==> config.mk <==
export PLATFORM = sky130hd
export DESIGN_NAME = fetch_ctl
export DESIGN_NICKNAME = d
export VERILOG_FILES = /design/src/rtl/fetch_pkg.sv /design/src/rtl/fetch_decode.sv /design/src/rtl/fetch_ctl.sv
export SDC_FILE = /design/constraint.sdc
export NUM_CORES = 1
export LEC_CHECK = 0
export CORE_ASPECT_RATIO = 1.75
export CORE_MARGIN = 2
export CORE_UTILIZATION = 47
export DETAILED_ROUTE_END_ITERATION = 10
export HOLD_SLACK_MARGIN = 0.1
export PLACE_DENSITY = 0.88
export SKIP_LAST_GASP = 1
export SLEW_MARGIN = 20
export SYNTH_ARGS = -nofsm -noshare
export SYNTH_HDL_FRONTEND = slang
export SYNTH_HIERARCHICAL = 1
export SYNTH_SLANG_ARGS = --single-unit
==> constraint.sdc <==
create_clock -name clka -period 3.1 [get_ports clka]
set_clock_uncertainty 0.05 [all_clocks]
set_input_delay 0.31 -clock clka [delete_from_list [all_inputs] [get_ports clka]]
set_output_delay 0.31 -clock clka [all_outputs]
set_load 0.005 [all_outputs]
==> src/rtl/fetch_pkg.sv <==
// Shared encodings for the fetch controller: FSM states, opcodes, PC-control codes, NOP.
// Pure declarations, no logic.
package fetch_pkg;

  typedef enum logic [2:0] {
    IDLE   = 3'd0,
    REQ    = 3'd1,
    EXEC   = 3'd2,
    UPDATE = 3'd3,
    HALT   = 3'd4
  } state_t;

  localparam logic [3:0] OP_BR   = 4'hC;
  localparam logic [3:0] OP_JMP  = 4'hD;
  localparam logic [3:0] OP_HALT = 4'hF;

  localparam logic [1:0] PC_CTL_INC = 2'b00;
  localparam logic [1:0] PC_CTL_BR  = 2'b01;
  localparam logic [1:0] PC_CTL_JMP = 2'b10;

  localparam logic [15:0] NOP_INSTR = 16'h0000;

endpackage

==> src/rtl/fetch_decode.sv <==
// Combinational decode of the instruction register into PC-control code, branch target and halt flag.
// Zero latency; no flow control.
module fetch_decode
  import fetch_pkg::*;
#(
  parameter int PC_BITS    = 6,
  parameter int INSTR_BITS = 16
) (
  input  logic [INSTR_BITS-1:0] ir,
  output logic [1:0]            pc_ctl,
  output logic [PC_BITS-1:0]    imm,
  output logic                  is_halt
);

  logic [3:0] opcode;
  logic       unused_bits;

  assign opcode      = ir[INSTR_BITS-1:INSTR_BITS-4];
  assign imm         = ir[PC_BITS-1:0];
  assign is_halt     = (opcode == OP_HALT);
  assign unused_bits = ^ir[INSTR_BITS-5:PC_BITS];

  always_comb begin
    pc_ctl = PC_CTL_INC;
    case (opcode)
      OP_BR:   pc_ctl = PC_CTL_BR;
      OP_JMP:  pc_ctl = PC_CTL_JMP;
      default: pc_ctl = PC_CTL_INC;
    endcase
  end

endmodule

==> src/rtl/fetch_ctl.sv <==
// Fetch/execute sequencer: fetch on imem_req/imem_ack, hold ir_valid until exec_done, one-cycle PC strobe.
// Fetch waits for ack indefinitely unless FETCH_TIMEOUT_EN adds a 16-cycle watchdog (NOP + sticky fetch_err).
module fetch_ctl
  import fetch_pkg::*;
#(
  parameter int PC_BITS    = 6,
  parameter int INSTR_BITS = 16
) (
  input  logic                  clka,
  input  logic                  reset,
  input  logic                  run,
  input  logic [PC_BITS-1:0]    pc_in,
  output logic                  imem_req,
  output logic [PC_BITS-1:0]    imem_addr,
  input  logic                  imem_ack,
  input  logic [INSTR_BITS-1:0] imem_rdata,
  output logic [INSTR_BITS-1:0] ir_out,
  output logic                  ir_valid,
  input  logic                  exec_done,
  output logic                  pc_latch_data,
  output logic [1:0]            pc_ctl,
  output logic [PC_BITS-1:0]    imm,
`ifdef FETCH_TIMEOUT_EN
  output logic                  fetch_err,
`endif
  output logic                  halted
);

  state_t             state;
  logic               addr_pend;
  logic [1:0]         dec_pc_ctl;
  logic [PC_BITS-1:0] dec_imm;
  logic               dec_halt;
`ifdef FETCH_TIMEOUT_EN
  logic [3:0]         wdog;
`endif

  fetch_decode #(
    .PC_BITS    (PC_BITS),
    .INSTR_BITS (INSTR_BITS)
  ) u_decode (
    .ir      (ir_out),
    .pc_ctl  (dec_pc_ctl),
    .imm     (dec_imm),
    .is_halt (dec_halt)
  );

  always_ff @(posedge clka or negedge reset) begin
    if (!reset) begin
      state         <= IDLE;
      addr_pend     <= 1'b0;
      imem_req      <= 1'b0;
      imem_addr     <= '0;
      ir_out        <= '0;
      ir_valid      <= 1'b0;
      pc_latch_data <= 1'b0;
      pc_ctl        <= PC_CTL_INC;
      imm           <= '0;
      halted        <= 1'b0;
`ifdef FETCH_TIMEOUT_EN
      wdog          <= '0;
      fetch_err     <= 1'b0;
`endif
    end else begin
      pc_latch_data <= 1'b0;
      pc_ctl        <= PC_CTL_INC;
      imm           <= '0;
`ifdef FETCH_TIMEOUT_EN
      wdog          <= '0;
`endif
      case (state)
        IDLE: begin
          if (run) begin
            state     <= REQ;
            imem_addr <= pc_in;
            imem_req  <= 1'b1;
          end
        end
        REQ: begin
          // After a PC strobe the PC stage updates on the same edge, so the address is sampled a cycle later.
          if (addr_pend) begin
            addr_pend <= 1'b0;
            imem_addr <= pc_in;
            imem_req  <= 1'b1;
          end else if (imem_ack) begin
            ir_out   <= imem_rdata;
            ir_valid <= 1'b1;
            imem_req <= 1'b0;
            state    <= EXEC;
          end
`ifdef FETCH_TIMEOUT_EN
          else if (wdog == 4'hF) begin
            ir_out    <= INSTR_BITS'(NOP_INSTR);
            ir_valid  <= 1'b1;
            imem_req  <= 1'b0;
            fetch_err <= 1'b1;
            state     <= EXEC;
          end else begin
            wdog <= wdog + 4'd1;
          end
`endif
        end
        EXEC: begin
          if (exec_done) begin
            ir_valid <= 1'b0;
            if (dec_halt) begin
              halted <= 1'b1;
              state  <= HALT;
            end else begin
              pc_latch_data <= 1'b1;
              pc_ctl        <= dec_pc_ctl;
              imm           <= dec_imm;
              state         <= UPDATE;
            end
          end
        end
        UPDATE: begin
          if (run) begin
            addr_pend <= 1'b1;
            state     <= REQ;
          end else begin
            state <= IDLE;
          end
        end
        HALT: begin
          imem_req <= 1'b0;
          ir_valid <= 1'b0;
        end
        default: state <= IDLE;
      endcase
    end
  end

endmodule

# Word level (Yosys, flattened, before mapping)
# Cells that the tools add are included.
[totals]
register_bits = 38
latchBits = 0
mem_bits_rw = 0
romBits = 0
inputBits = 27
output_inout_bits = 34
word_cells = 67
mem_count = 0
[classes]
add_sub_neg = 0
mul = 0
n_div = 0
n_lt_le_gt_ge = 0
eq_ne = 14
shift = 0
n_mux = 29
n_bitwise = 2
reduce_logical = 12
[op_table]
columns = ["cell", "n"]
rows = [
  ["$mux 6", 5],
  ["$mux 3", 5],
  ["$pmux 3 s5", 1],
  ["$eq 4x4->1 const B", 3],
  ["$ne 2x2->1 const B", 6],
  ["$pmux 6 s2", 1],
  ["$reduce_and 3->1", 4],
  ["$mux 1", 10],
  ["$eq 3x2->1 const B", 2],
  ["$mux 2", 3],
  ["$pmux 1 s3", 2],
  ["$reduce_bool 3->1", 2],
  ["$reduce_and 5->1", 1],
  ["$pmux 2 s2", 1],
  ["$reduce_and 4->1", 1],
  ["$reduce_bool 2->1", 2],
  ["$eq 3x1->1 const B", 1],
  ["$eq 3x3->1 const B", 1],
  ["$logic_not 3->1", 1],
  ["$ne 3x3->1 const B", 1],
  ["$not 1->1", 2],
  ["$pmux 1 s2", 1],
  ["$reduce_and 2->1", 1],
]

# Longest topological paths before layout
[depth]
word_depth = 5
ltp_mapped = 5
ltp_nobuf = 4

# Hierarchy
# Netlist, hierarchy kept.
[modules_own_cells]
columns = ["mod", "n_inst", "cells_each", "area_per_inst_um2", "seq_area_each_um2"]
rows = [
  ["fetch_ctl", 1, 109, 1586.5, 950.9],
  ["fetch_decode", 1, 9, 78.8, 0.0],
]

# Least setup slack after synthesis
# No wires, ideal clock.
[synth_timing]
path_type = "reg2reg"
start = "register state[0]"
end = "register ir_out[10]"
setup_time_ps = 125
arrival_time_ps = 1227
required_time_ps = 2925
setup_slack_ps = 1698
path_stages_with_launch = 5
n_path_buf = 1
period_less_slack_ps = 1402
cell_sequence = "dfrtp_1 -> and3b_2 -> nand2_4 -> buf_6 -> mux2_4"
[synth_between]
elab_chain_cells = 2
[synth_lines]
columns = ["element", "line_no", "rtl"]
rows = [
  ["start: declaration", "fetch_ctl.sv:29", "state_t state;"],
  ["start signal: assignment", "fetch_ctl.sv:50", "state <= IDLE;"],
  ["start signal: assignment", "fetch_ctl.sv:74", "state <= REQ;"],
  ["start signal: assignment", "fetch_ctl.sv:89", "state <= EXEC;"],
  ["$eq 3x1->1", "fetch_ctl.sv:71", "case (state)"],
  ["$reduce_and 3->1 (no source line)", "-", ""],
  ["end signal: assignment", "fetch_ctl.sv:86", "ir_out <= imem_rdata;"],
  ["end: declaration", "fetch_ctl.sv:17", "output logic [INSTR_BITS-1:0] ir_out,"],
]
# Every way passes these cells.
# A chain may end at the register's enable or synchronous reset.

# Worst setup path after layout
[layout_timing]
start = "register state[0]"
end = "register imem_addr[3]"
[layout_between]
elab_chain_cells = 3
elab_cells_between_ends = 7
classes_between = "3 x eq/ne; 1 x mux; 3 x reduce/logical"
[layout_lines]
columns = ["element", "line_no", "rtl"]
rows = [
  ["$eq 3x1->1 / $logic_not 3->1 (equally long branches)", "fetch_ctl.sv:71", ""],
  ["$ne 2x2->1 (no source line) / $reduce_bool 2->1 (equally long branches)", "-", ""],
  ["$reduce_and 3->1 (no source line)", "-", ""],
  ["end signal: assignment", "fetch_ctl.sv:75", "imem_addr <= pc_in;"],
  ["end signal: assignment", "fetch_ctl.sv:83", "imem_addr <= pc_in;"],
  ["end: declaration", "fetch_ctl.sv:14", "output logic [PC_BITS-1:0] imem_addr,"],
]
# Several ways; a longest one is shown, not always the timed one.

==> summary.txt <==
Floorplanning
  – Initial core utilization: 49.0%
  – Die area: 4050 um2
  – I/O Pins: 61
  – Die W: 49.0 um
  – Die height: 82.7 um
  – CORE AREA: 3400 um2
  – Row cnt: 28

Global route
  – Global-route wire length before repair: 5480 um
  – Vias in the first global route: 1,237
  – Largest net degree at the start of global routing: 39
  – Total global-route track usage: 18.3%
  – Grt total ovfl: 0
  – Initial antenna violation count: 0

Power and ir drop
  – Power, Total: 0.981 mW
  – Worst VDD drop: 0.316 mV
  – P_int: 0.782 mW
  – Combinational share of power: 6.3%
  – Sw Pwr: 0.199 mW
  – Power per cell area: 415 nW/um2
  – Lkg Pwr: 1.08 nW
  – Part of the power in registers: 51.3%
  – Sw frac: 20.3%
  – Clock power share: 42.4%

Place
  – Post-DP HPWL: 2450 um
  – RePlAce Congestion: 0.825
  – Input/output buffers: 60

Worst setup path
  – Cells on worst reg2reg path: 3
  – Req. time, crit path: 3.23 ns
  – Worst setup path class: flip-flop to flip-flop
  – Worst setup EP type: flip-flop
  – CP Cell Sequence: mux2i_1, nor3_4, mux2_4
  – R2R Setup Slk: 1.42 ns
  – Worst path max stage delay: 0.61 ns
  – CP max-delay cell: dfrtp_1
  – Crit start category: flip-flop
  – Crit path DAT: 1.81 ns
  – Max Fanout on Critical Path: 15

Detailed routing
  – Initial drt markers: 5
  – Post-DRT Antenna Nets: 0
  – Remaining DRCs: 0
  – DR vias: 1,108
  – Final wirelength: 3290 um
  – DRT Pass-1 Iters: 4
  – Vias/cell: 4.99
  – Wire length per cell: 14.8 um

Timing
  – RSZ-0062 raised after global routing: false
  – Minimum clock period: 1.68 ns
  – # setup viols final: 0
  – Share of the clock period used by the worst path: 54.2%
  – Slew Viols, Final: 0
  – Max-Slew Margin vs Limit: 46.3%
  – Fmax: 595 MHz
  – Setup_tns: 0 ns
  – Worst-margin pin slew: 0.806 ns
  – Final hold violations: 0

Yosys
  – Area contributors post-synth: dfrtp_1 57%, mux2_4 14%, mux2_1 4.1%
  – Syn_nets: 145
  – FF+latch count, synth: 38
  – Post-synth top flop: dfrtp_1
  – Share of the synthesized area in the top cell type: 57.1%
  – Synth top cells by count: 38 x dfrtp_1, 16 x mux2_4, 9 x and2_1
  – Post-synthesis cell area: 1670 um2
  – Ys async rst share: 100%
  – Post-Syn Instances: 118
  – Unique masters post-synth: 33
  – Mean post-synth cell area: 14.1 um2
  – Warnings, synthesis: 6
  – Count leader, synth: dfrtp_1
  – Sequential area share after synthesis: 57.1%
  – Area leader, netlist: dfrtp_1
  – Post-synth EDFFs: 0

Clock tree
  – Post-CTS setup buffers: 0
  – Worst-skew pair later-pin latency: 0.29 ns
  – H-tree depth: 2
  – CTS clk-pin slew, worst paths: 0.07 ns
  – CTS tree: yes
  – Clk sinks: 38
  – Clk buf depth: 2
  – CTS Buf Count: 5
  – Root Buffer: clkbuf_8

Min path
  – HP Class: flip-flop to flip-flop
  – Cells on Worst Hold Path: 1

Layout
  – Nets@finish: 203
  – Share of cells above drive strength 1: 19.8%
  – Diode count: 0
  – Area growth, synth to finish: 42.0%

Job
  – Max-cap viol count: 0

Run status
  – Outcome: completed
## critical path, delay by kind of cell (launching register included)
family	cells	cell delay, ns
AND/OR/NAND/NOR	1	0.37
multiplexers	2	0.53
flip-flops	1	0.61
## layout by cell type (no fill, tap or decap), types with 2 or more instances in the layout
| cell type | netlist | final |
|---|---|---|
| nor3_4 | 2 | 2 |
| clkbuf_8 | 0 | 5 |
| nand2_1 | 6 | 6 |
| and2_1 | 9 | 9 |
| nand2b_1 | 2 | 2 |
| clkinvlp_4 | 0 | 2 |
| a21oi_1 | 4 | 4 |
| a31oi_1 | 3 | 3 |
| dfrtp_1 | 38 | 38 |
| mux2_4 | 16 | 16 |
| clkdlybuf4s50_1 | 0 | 59 |
| nor2_1 | 3 | 3 |
| mux2_1 | 6 | 6 |
## path summary, 6_finish.rpt
| kind | from | to |
|---|---|---|
| max in group asynchronous | reset | imm[1]$_DFF_PN0_ |
| worst max register to register | state[0]$_DFFE_PN0P_ | imem_addr[3]$_DFFE_PN0P_ |
| worst max-delay path | state[0]$_DFFE_PN0P_ | imem_addr[3]$_DFFE_PN0P_ |
| worst min-delay path | halted$_DFFE_PN0P_ | halted$_DFFE_PN0P_ |
| worst min register to register | halted$_DFFE_PN0P_ | halted$_DFFE_PN0P_ |
| min in group asynchronous | reset | ir_out[15]$_DFFE_PN0P_ |
## sequential cells by signal, summed over array words and instances, names as in the netlist
signal / cells
pc_latch_data: 1
ir_valid: 1
imem_req: 1
halted: 1
imm: 6
pc_ctl: 2
imem_addr: 6
ir_out: 16
state: 3
addr_pend: 1
## per-layer routing
metal | global-route usage (%) | part of all wire, % | vias up | wire length (um)
li1 | - | - | 518 | -
met1 | 18.4 | 36 | 525 | 1200
met2 | 32.6 | 53 | 56 | 1750
met3 | 6.47 | 7.5 | 9 | 246
met4 | 10.9 | 3.0 | 0 | 99
met5 | 0 | 0 | - | 0
## area by class of cell
type | instances | area (um2)
Fill cell | 271 | 1030
Timing Repair Buffer | 61 | 606
Sequential cell | 38 | 951
Tap cell | 45 | 56.3
Multi-Input combinational cell | 68 | 631
Clock inverter | 3 | 45.0
Inverter | 2 | 7.51
Clock buffer | 5 | 68.8
## metrics by stage
stage | util (%) | hold WS, ns | std cells | instance area, um2 | setup WS, ns
3_5_place_dp | 65.9 | 0.410 | 213 | 2240 | 1.22
6_report | 69.6 | 0.435 | 222 | 2360 | 1.42
2_1_floorplan | - | -0.0356 | 118 | 1670 | 1.70
3_3_place_gp | 65.9 | 0.384 | 213 | 2240 | 1.30
4_1_cts | 69.6 | 0.440 | 222 | 2360 | 1.42
5_1_grt | 69.6 | 0.446 | 222 | 2360 | 1.34
## power by group through the flow
stage          registers, mW  logic (mW)  clock network, mW
2_1_floorplan          0.513     0.00871                  0
3_3_place_gp           0.512      0.0606                  0
3_5_place_dp           0.513      0.0626                  0
4_1_cts                0.503      0.0636              0.431
5_1_grt                0.503      0.0677              0.456
6_report               0.503      0.0619              0.416
## logic make-up (layout without fill, tap and decap cells)
kind of cell / count (synthesis) / after routing / share of synthesized area [%]
AND/OR/NAND/NOR: 31 / 31 / 13.4
AO/OA/AOI/OAI: 14 / 14 / 5.33
buffers and inverters: 12 / 71 / 5.03
flip-flops: 38 / 38 / 57.1
multiplexers: 23 / 23 / 19.1
## repair_timing
item / in CTS / in global routing
hold buffers: 1 / 0
gates resized for setup: 0 / 0
endpoints found under the hold margin: 38 / 0
endpoints found under the setup margin: 0 / 0
Note: power is estimated with default switching activity, not from simulation.
==> RTL edit 1: new RTL, config.mk and constraints unchanged <==
`INSTR_BITS` is set to 16 in 2 places; all go to 20.
--- a/src/rtl/fetch_decode.sv
+++ b/src/rtl/fetch_decode.sv
@@ -4,7 +4,7 @@
   import fetch_pkg::*;
 #(
   parameter int PC_BITS    = 6,
-  parameter int INSTR_BITS = 16
+  parameter int INSTR_BITS = 20
 ) (
   input  logic [INSTR_BITS-1:0] ir,
   output logic [1:0]            pc_ctl,
--- a/src/rtl/fetch_ctl.sv
+++ b/src/rtl/fetch_ctl.sv
@@ -4,7 +4,7 @@
   import fetch_pkg::*;
 #(
   parameter int PC_BITS    = 6,
-  parameter int INSTR_BITS = 16
+  parameter int INSTR_BITS = 20
 ) (
   input  logic                  clka,
   input  logic                  reset,
Ports: changed (resized imem_rdata and ir_out); port bits go from 61 to 69. The function was not compared with the original's and may differ.
==> RTL edit 1 against the unedited design <==
Cell area is 5.5% higher; area after synthesis is 3.4% higher; sequential cell count is 4 higher; via count is 9.2% higher; count of clock-buffer cells in the layout is 1 higher; sequential share of layout area is 1.9 points higher; worst setup slack worse by 380 ps; routed wire length is 16% higher.
Power is not compared: it rests on default switching activity, and its combinational part moved more than twofold at a synthesized area within 25%.
==> RTL edit 1: results (changes against the unedited design) <==
Clock network
  • Clk slew on worst S/H paths: 70 ps (about the same)
  • Inserted Clock Buffers: 5 (unchanged)

Logic synthesis
  • Yosys warning count: 6 (unchanged)
  • Synth unique cells: 29 (-12%)
  • Sequential cell area fraction in the yosys report: 0.610 (+0.0395)
  • Most common library cells after synthesis: 42 x dfrtp_1, 25 x mux2_2, 8 x and2_1
  • Synth area leaders: dfrtp_1 61%, mux2_2 16%, and2_1 2.9%
  • Post-synthesis net count: 156 (+7.6%)
  • Fraction of registers with async set/reset: 1.00 (unchanged)

Global routing
  • GRT met1 Usage: 0.203 (+0.0190)
  • Gr usage total: 0.205 (+0.0218)
  • Global-route wire length before repair: 6320 um (+15%)
  • Vias in the first global route: 1346 (+8.8%)
  • Met3 GRT Util: 0.0591 (-0.00561)
  • GR Util met2: 0.378 (+0.0522)
  • Pin count of the biggest net entering global routing: 43 (+10%)

STA
  • Max transition margin: 0.404 (-0.0589)
  • Least-Margin Pin Slew: 895 ps (+88.4 ps)

Drt
  • Starting DRT DRC Count: 27 (+22)
  • Routed wire per std cell: 16.3 um (+9.5%)
  • WL met1: 1280 um (+6.8%)
  • DR vias/cell: 5.13 (+2.7%)
  • Met3 WL: 222 um (-9.8%)

Placement
  • RePlAce Congestion: 0.731 (-11%)
  • Area post-placement: 2380 um2 (+6.4%)
  • HPWL after DPL: 2970 um (+21%)
  • IO buf count: 68 (+13%)

Worst hold path
  • Hold crit path type: input pin to asynchronous set/reset pin

Finish
  • Largest registers: ir_out: 20 flops, imem_addr: 6 flops, imm: 6 flops
  • NumNets Final: 220 (+8.4%)

Worst setup path
  • Arr. time, crit path: 2180 ps (+370 ps)
  • CP max FO: 20 (+5)

Outcome
  • Status: finished, final reports clean
==> RTL edit 1: cell types whose count changed after synthesis, moves of 2 or more <==
cell / unedited run / this run
mux2_2: 0 / 25
mux2_4: 16 / 0
buf_2: 1 / 5
dfrtp_1: 38 / 42
mux2_1: 6 / 1
buf_6: 2 / 0
==> RTL edit 1: cell type report <==
cell class	instances	area, um2
clock buffers	6	72.6
clock inverters	2	37.5
fillers	281	1060
inverters	2	7.51
multi-input cells	70	593
flip-flops and latches	42	1050
well taps	46	57.6
repair buffers	68	676
==> RTL edit 1: cell families after synthesis <==
family	share of synthesized area
xor gates and xnor gates	0.00509
and+or+nand+nor	0.113
DFF	0.610
buffers and inverters	0.0451
AOI/OAI and AO/OA	0.0509
muxes	0.176
==> RTL edit 1: per-stage QoR <==
stage                     hold WS [ps]  instances  setup slack, ps
after floorplan                  -35.6        125             1720
after global placement             412        228              946
after detailed placement           428        228              890
after CTS                          117        236             1010
after global routing               162        236              895
final                             96.6        236             1040
==> RTL edit 1: power breakdown <==
group / internal [W] / total (W) / switching (W)
clock network: 0.000240 / 0.000416 / 0.000176
logic: 0.000630 / 0.000921 / 0.000291
registers: 0.000772 / 0.000967 / 0.000195
==> RTL edit 1: final timing paths <==
kind	cells past startpoint	slack [ps]	from	to
worst min-delay path	1	100	reset	imem_addr[2]
min in group clka	1	450	halted	halted
worst min register to register	1	450	halted	halted
max in group asynchronous	1	2350	reset	ir_out[16]
worst max register to register	3	1040	state[0]	ir_out[7]
worst max-delay path	3	1040	state[0]	ir_out[7]
==> RTL edit 1: critical path, cell delays in order (launching register included) <==
cell,delay (ps)
dfrtp_1,640
and3b_1,280
nand2_1,460
mux2_1,510
==> RTL edit 2: new RTL, same flow settings <==
Without the edit above. The 5 states of `state_t` get a one-hot encoding in 5 bits.
--- a/src/rtl/fetch_pkg.sv
+++ b/src/rtl/fetch_pkg.sv
@@ -2,12 +2,12 @@
 // Pure declarations, no logic.
 package fetch_pkg;
 
-  typedef enum logic [2:0] {
-    IDLE   = 3'd0,
-    REQ    = 3'd1,
-    EXEC   = 3'd2,
-    UPDATE = 3'd3,
-    HALT   = 3'd4
+  typedef enum logic [4:0] {
+    IDLE   = 5'b00001,
+    REQ    = 5'b00010,
+    EXEC   = 5'b00100,
+    UPDATE = 5'b01000,
+    HALT   = 5'b10000
   } state_t;
 
   localparam logic [3:0] OP_BR   = 4'hC;
Check against the original RTL: no difference found for any inputs over 10 cycles, from zero or initial values and one cycle with reset low; not proved beyond that.
==> RTL edit 2 against the unedited design <==
Sequential cell count grew 2; routed wire length up 22%; maximum frequency shrank 26%; area after synthesis increased by 5.4%; cell area increased by 3.4%; worst setup slack worse by 580 ps; critical path depth stayed put; critical endpoint is now ir_out[1].
Power is not compared: it rests on default switching activity, and its combinational part moved more than twofold at a synthesized area within 25%.
==> RTL edit 2: results (changes against the unedited design) <==
Outcome
  • Status: finished, final reports clean

Global routing
  • Global-route wire length before repair: 6330 um (+16%)
  • Pin count of the biggest net entering global routing: 41 (+5.1%)
  • Gr usage total: 0.202 (+0.0191)
  • Vias in the first global route: 1313 (+6.1%)

Finish
  • NumNets Final: 211 (+3.9%)
  • Post-Layout Cell Count: 231 (+4.1%)
  • Share of layout cells above drive strength 1: 0.211 (+0.0131)
  • Ant. Diodes: 0 (unchanged)

Logic synthesis
  • Synth area leaders: dfrtp_1 56%, mux2_2 13%, buf_4 3.4%
  • Most common library cells after synthesis: 39 x dfrtp_1, 20 x mux2_2, 8 x and2_1, 8 x buf_4
  • Post-synthesis net count: 157 (+8.3%)
  • Synth Flop Type: dfrtp_1
  • Sequential cell area fraction in the yosys report: 0.571 (about the same)
  • Synth unique cells: 42 (+27%)
  • Syn_area_per_cell: 13.5 um2 (-4.3%)

Drt
  • DR vias/cell: 5.60 (+12%)
  • Routed wire per std cell: 17.4 um (+17%)
  • Starting DRT DRC Count: 24 (+19)
  • DRT Pass-1 Iters: 4 (unchanged)

Placement
  • HPWL after DPL: 2890 um (+18%)
  • RePlAce Congestion: 0.792 (-3.9%)
  • Area post-placement: 2310 um2 (+3.0%)
  • Place WS: 873 ps (-346 ps)
  • Placed cell count: 222 (+4.2%)

Worst setup path
  • CP delay by family, top: simple AND/OR/NAND/NOR gates
  • Critical Path Max Stage Delay: 760 ps (+150 ps)
  • Arr. time, crit path: 2390 ps (+580 ps)
  • CP max FO: 17 (+2)
  • CP max-delay cell: and4b_1

Power
  • VDD IR max: roughly 0.52 mV

Job
  • Max_cap viols: 0 (unchanged)

Worst hold path
  • Hold crit path type: flip-flop to flip-flop

STA
  • Max transition margin: 0.420 (-0.0430)

Clock network
  • Clk slew on worst S/H paths: 70 ps (about the same)
  • Post-CTS Setup Inserts: 0 (unchanged)
RTL edit 2: cell count changes in the layout (fill, tap and decap cells not counted), sizes merged, moves of 3 or more:
cell   before  now
nor2        4    1
nand2       7    2
a31oi       3    0
nor3        2    5
RTL edit 2: final cells by class:
type / instances / area [um2]
Multi-Input combinational cell: 76 / 653
Clock buffer: 7 / 96.3
Timing Repair Buffer: 61 / 606
Clock inverter: 1 / 30.0
Tap cell: 46 / 57.6
Sequential cell: 40 / 1000
Fill cell: 254 / 1150
RTL edit 2: worst paths after layout:
path                       depth (start not counted)  slack (ps)     start   endpoint
hold reg to reg                                    1         420    halted     halted
setup reg to reg                                   3         840  state[3]  ir_out[1]
min in group asynchronous                          2         620     reset   state[1]
hold / removal                                     1         420    halted     halted
max in group asynchronous                          2        1840     reset     imm[1]
setup / recovery                                   3         840  state[3]  ir_out[1]
RTL edit 2: cells by family after synthesis:
logic type | after synthesis | share of synthesized area
AND/OR/NAND/NOR | 39 | 0.168
AO/OA/AOI/OAI | 15 | 0.0627
multiplexers | 22 | 0.141
flip-flops | 40 | 0.571
buffers and inverters | 14 | 0.0570
RTL edit 2: layer usage:
layer,up-vias,global-route usage,wire length [um]
met5,-,0,0
met4,0,0.109,149
met2,63,0.353,2240
met1,648,0.211,1410
met3,14,0.0616,219
li1,569,-,-
RTL edit 2: power by group through the flow:
stage	sequential [W]	combinational (W)	clock [W]
2_1_floorplan	0.000827	0.000378	0
3_3_place_gp	0.000857	0.000690	0
3_5_place_dp	0.000875	0.000718	0
4_1_cts	0.000868	0.000728	0.000471
5_1_grt	0.000892	0.000766	0.000495
6_report	0.000868	0.000715	0.000462
RTL edit 2: worst reg2reg max path: cells and delay by family (launching register included):
family | cells | cell delay [ps]
multiplexers | 1 | 420
AND/OR/NAND/NOR | 2 | 1180
flip-flops | 1 | 490
